## src/rtl/muldiv_hilo_ctrl.sv

```systemverilog
//==============================================================================
// Module   : muldiv_hilo_ctrl
// Brief    : Pipeline-side controller for the 32-cycle sequential multDiv unit.
//            Launches MULTU/DIVU with a one-cycle valid pulse, tracks the busy
//            window, owns architectural HI/LO, stalls early dependent or
//            conflicting ops, and bypasses the result on the ready cycle.
// Options  : MULDIV_DIVZERO_EN - DIVU by zero completes locally in IDLE
//            (HI = dividend, LO = all ones) without launching the unit.
// Revision : 1.0 - initial release
//==============================================================================
`timescale 1ns/1ps
`default_nettype none

module muldiv_hilo_ctrl #(
    parameter int              XLEN     = 32,
    parameter logic [XLEN-1:0] HILO_RST = '0
) (
    input  logic                clk,
    input  logic                rst,
    input  logic                op_valid,
    input  logic [1:0]          op_code,
    input  logic [XLEN-1:0]     rs_data,
    input  logic [XLEN-1:0]     rt_data,
    output logic                stall,
    output logic [XLEN-1:0]     rd_data,
    output logic                md_valid,
    output logic                md_mode,
    output logic [XLEN-1:0]     md_in_A,
    output logic [XLEN-1:0]     md_in_B,
    input  logic                md_ready,
    input  logic [2*XLEN-1:0]   md_out
);

    typedef enum logic [1:0] {
        S_IDLE  = 2'd0,
        S_ISSUE = 2'd1,
        S_WAIT  = 2'd2
    } state_t;

    state_t          r_state;
    state_t          w_state_next;
    logic [XLEN-1:0] r_hi;
    logic [XLEN-1:0] r_lo;
    logic [XLEN-1:0] w_hi_next;
    logic [XLEN-1:0] w_lo_next;
    logic            w_busy;
    logic            w_ready_hit;
    logic            w_accept_md;
    logic            w_launch;
    logic            w_hilo_wr;

    // State register
    always_ff @(posedge clk) begin
        if (rst) begin
            r_state <= S_IDLE;
        end else begin
            r_state <= w_state_next;
        end
    end

    // Stall generation, next-state decode, launch and HI/LO write requests
    always_comb begin
        w_busy       = (r_state != S_IDLE);
        // The ready cycle frees the unit, so whatever op is waiting may go
        w_ready_hit  = (r_state == S_WAIT) && md_ready;
        stall        = op_valid && w_busy && !w_ready_hit;
        w_accept_md  = op_valid && !stall && !op_code[1];
        w_state_next = r_state;
        w_launch     = 1'b0;
        w_hilo_wr    = 1'b0;
        w_hi_next    = md_out[2*XLEN-1:XLEN];
        w_lo_next    = md_out[XLEN-1:0];
        case (r_state)
            S_IDLE: begin
                if (w_accept_md) begin
`ifdef MULDIV_DIVZERO_EN
                    if (op_code[0] && (rt_data == '0)) begin
                        w_hilo_wr = 1'b1;
                        w_hi_next = rs_data;
                        w_lo_next = '1;
                    end else begin
                        w_launch     = 1'b1;
                        w_state_next = S_ISSUE;
                    end
`else
                    w_launch     = 1'b1;
                    w_state_next = S_ISSUE;
`endif
                end
            end
            S_ISSUE: begin
                w_state_next = S_WAIT;
            end
            S_WAIT: begin
                if (md_ready) begin
                    w_hilo_wr = 1'b1;
                    // Unit is in its OUT state now and idle next cycle,
                    // so a new launch here is legal
                    if (w_accept_md) begin
                        w_launch     = 1'b1;
                        w_state_next = S_ISSUE;
                    end else begin
                        w_state_next = S_IDLE;
                    end
                end
            end
            default: begin
                w_state_next = S_IDLE;
            end
        endcase
    end

    // Launch registers: valid pulse lasts exactly the ISSUE cycle, operands hold
    always_ff @(posedge clk) begin
        if (rst) begin
            md_valid <= 1'b0;
            md_mode  <= 1'b0;
            md_in_A  <= '0;
            md_in_B  <= '0;
        end else begin
            md_valid <= w_launch;
            if (w_launch) begin
                md_mode <= op_code[0];
                md_in_A <= rs_data;
                md_in_B <= rt_data;
            end
        end
    end

    // Architectural HI/LO capture
    always_ff @(posedge clk) begin
        if (rst) begin
            r_hi <= HILO_RST;
            r_lo <= HILO_RST;
        end else if (w_hilo_wr) begin
            r_hi <= w_hi_next;
            r_lo <= w_lo_next;
        end
    end

    // MFHI/MFLO read path with same-cycle bypass of the unit result
    always_comb begin
        rd_data = '0;
        if (op_valid && op_code[1]) begin
            if (op_code[0]) begin
                rd_data = w_ready_hit ? md_out[XLEN-1:0] : r_lo;
            end else begin
                rd_data = w_ready_hit ? md_out[2*XLEN-1:XLEN] : r_hi;
            end
        end
    end

endmodule

`default_nettype wire
```

## config.mk

```make
export PLATFORM = sky130hd
export DESIGN_NAME = muldiv_hilo_ctrl
export DESIGN_NICKNAME = d
export VERILOG_FILES = /design/src/rtl/muldiv_hilo_ctrl.sv
export SDC_FILE = /design/constraint.sdc
export NUM_CORES = 1
export LEC_CHECK = 0
export BUFFER_PORTS_ARGS = -buffer_cell sky130_fd_sc_hd__buf_2
export CAP_MARGIN = 20
export CELL_PAD_IN_SITES_DETAIL_PLACEMENT = 0
export CELL_PAD_IN_SITES_GLOBAL_PLACEMENT = 1
export CORE_MARGIN = 1.5
export CORE_UTILIZATION = 39
export DETAILED_ROUTE_END_ITERATION = 10
export GPL_ROUTABILITY_DRIVEN = 0
export MAX_ROUTING_LAYER = met4
export PLACE_DENSITY = 0.83
export SETUP_SLACK_MARGIN = 0.05
export SLEW_MARGIN = 20
export SYNTH_ARGS = -nofsm -noshare
export SYNTH_HDL_FRONTEND = slang
export SYNTH_SLANG_ARGS = --single-unit
```

## constraint.sdc

```tcl
create_clock -name clk -period 2.9 [get_ports clk]
set_clock_uncertainty 0.15 [all_clocks]
set_input_delay 0.29 -clock clk [delete_from_list [all_inputs] [get_ports clk]]
set_output_delay 0.29 -clock clk [all_outputs]
set_load 0.03 [all_outputs]
```

==> results.json <==
{
  "drc": 0,
  "switchingPower_mw": 1.15,
  "insertion_delay_ns": 0.41,
  "yosysSeqAreaShare_pct": 42.8,
  "ys.flop_type": "dfxtp_1",
  "grt_pass1_wl_um": 27200,
  "ios": 233,
  "final_nets": 1118,
  "dp_slack_ns": 0.473,
  "grt_setup_unrepaired": "true",
  "path_class": "register to output port",
  "synth_top_cell_by_area": "dfxtp_1",
  "dieArea_um2": 16600,
  "slowest_delay_ns": 0.50,
  "critPathArrivalTime_ns": 2.32,
  "crit_slowest_cell": "mux4_2",
  "drive_gt1_share_pct": 31.2,
  "crit_required_ns": 2.46,
  "postRouteAntennaNets": 0,
  "dieWidth_um": 129,
  "ir_drop_mv": 0.386,
  "power_mw": 4.71,
  "tns_ns": 0,
  "port_buffers": 232,
  "maxCapViolCount": 0,
  "rr_worst_depth": 4,
  "path_cells": "and3b_4 -> buf_4 -> mux4_2 -> and3_1 -> buf_2",
  "final_max_slew_viol_count": 0,
  "synth_edf_count": 0,
  "clock-root-buffer": "clkbuf_16",
  "p_clk_share_pct": 45.2,
  "cts.sinks": 132,
  "clk_pin_slew_ns": 0.05,
  "layout_commonest_cell": "buf_2",
  "first_pass_iters": 4,
  "gr-total-overflow": 0,
  "fp.dieH_um": 129,
  "htreeDepth": 4,
  "area_growth_pct": 52.3,
  "drt_iter0_markers": 270,
  "syn_inst": 650,
  "core_area_um2": 15300,
  "setup_viol": 0,
  "synth_fp_nets": 784,
  "ys_ff_latch": 132,
  "ys_async_sr_fraction_pct": 0,
  "antenna_found_initial": 1,
  "tritoncts": "done",
  "max_slew.worst_pin.slew_ns": 0.569,
  "critPathMaxFanout": 11,
  "p_per_area_nw_per_um2": 502,
  "status": "finished, final reports clean",
  "finalWirelength_um": 17200,
  "setup.worst_path.start_class": "register",
  "synth_warnings": 0,
  "detailed_place_hpwl_um": 10400,
  "p_sw_share_pct": 24.3,
  "syn_avg_cell_area_um2": 9.49,
  "wl_per_cell_um": 14.2,
  "numCtsBuffers": 17,
  "synth_top_cells_by_area": "dfxtp_1 (43%), nand2b_1 (13%), mux4_2 (12%)",
  "final_cell_mix": "buf_2 (231), dfxtp_1 (132), nand2b_1 (130)",
  "via_count": 5670,
  "min_path_cells": 3,
  "p_int_mw": 3.57,
  "setup_slack_ns": 0.135,
  "seqPwrFrac_pct": 40.5,
  "start_util_pct": 40.3,
  "netlist_area_um2": 6170,
  "grt_max_degree": 76,
  "ctsLongestPathBuffers": 2,
  "min_period_over_period_pct": 95.3,
  "vias_per_cell": 4.69,
  "p_comb_share_pct": 14.3,
  "fin_crit_ns": 2.76,
  "relSlewSlack_pct": 62.0,
  "synth_top_area_share_pct": 42.8,
  "cp-end-kind": "output port",
  "rows": 45,
  "hold_viol_final": 0,
  "grt_pass1_vias": 5632,
  "track_usage_pct": 21.7,
  "hold_path.class": "input pin to register",
  "p_leak_nw": 4.08,
  "fmax_mhz": 362,
  "synthDistinctLibCells": 18
}
==> routing by layer <==
| layer | part of all wire [%] | vias to the layer above | global-route usage (%) |
|---|---|---|---|
| met4 | 2.7 | 0 | 10.0 |
| met2 | 47 | 211 | 35.0 |
| met1 | 44 | 2560 | 24.8 |
| met5 | 0 | - | - |
| met3 | 6.6 | 38 | 6.36 |
| li1 | - | 2861 | - |
==> cell type report <==
class                   count  area (um^2)
repair buffers            372         2620
multi-input cells         460         3270
clock buffers              23          488
clock inverters             9          101
flip-flops and latches    132         2640
well taps                 211          264
inverters                   1         3.75
fillers                  1321         5920
diodes                      1         2.50
==> critical path: cells and delay by family, from the launching register on <==
| family | cells | cell delay, ns |
|---|---|---|
| buf+inv | 2 | 0.41 |
| flops | 1 | 0.36 |
| mux | 1 | 0.50 |
| simple gates | 2 | 0.65 |
==> power by group through the flow <==
| stage | clock network, mW | logic, mW | registers [mW] |
|---|---|---|---|
| 2_1_floorplan | 0 | 0.236 | 2.04 |
| 3_3_place_gp | 0 | 0.533 | 1.94 |
| 3_5_place_dp | 0 | 0.537 | 1.95 |
| 4_1_cts | 2.19 | 0.668 | 1.91 |
| 5_1_grt | 2.26 | 0.725 | 1.92 |
| 6_report | 2.13 | 0.675 | 1.91 |
==> registers in the layout, indices dropped and copies added (netlist names) <==
| signal | flops |
|---|---|
| r_state | 2 |
| md_in_A | 32 |
| r_hi | 32 |
| md_valid | 1 |
| md_in_B | 32 |
| r_lo | 32 |
| md_mode | 1 |
==> logic make-up (layout without fill, tap and decap cells) <==
family	after synthesis	after routing	synth area share (%)
AO/OA/AOI/OAI	65	65	5.31
buffers and inverters	58	405	4.36
flip-flops	132	132	42.8
multiplexers	98	98	22.4
other	0	1	0
AND/OR/NAND/NOR	297	297	25.1
==> cells in the mapped netlist (3+ instances only) <==
cell type    n
clkbuf_1    39
dfxtp_1    132
and3_1      32
mux2i_1     66
nand2_1    128
nor2b_1      3
buf_4        4
a21oi_1     64
nand2b_1   130
mux4_2      32
buf_2       11
buf_6        3
==> worst paths after layout <==
check                                        startpoint                  endpoint  slack [ns]
worst min register to register    r_hi[15]$_SDFFE_PP0P_     r_hi[15]$_SDFFE_PP0P_        0.30
worst max register to register  r_state[1]$_SDFFE_PP0P_  md_in_B[17]$_SDFFE_PP0P_        1.15
worst min-delay path                         rt_data[4]   md_in_B[4]$_SDFFE_PP0P_        0.02
worst max-delay path            r_state[0]$_SDFFE_PP0P_               rd_data[18]        0.14
==> through the flow <==
stage	util (%)	instance area [um^2]	hold WS [ns]	cells
after floorplan	-	6170	0.276	650
after global placement	49.0	7500	0.290	1047
after detailed placement	49.0	7500	0.294	1047
after CTS	61.1	9360	0.00139	1207
after global routing	61.3	9390	0.0168	1209
final	61.3	9390	0.0155	1209
==> repair_timing <==
item                                    4_1_cts  5_1_grt
buffers inserted                              3        0
resized for setup                             0        0
hold buffers                                125        0
gates cloned                                  0        1
hold endpoints to repair                    125        0
endpoints found under the setup margin       19        4
(Power assumes the default switching activity.)
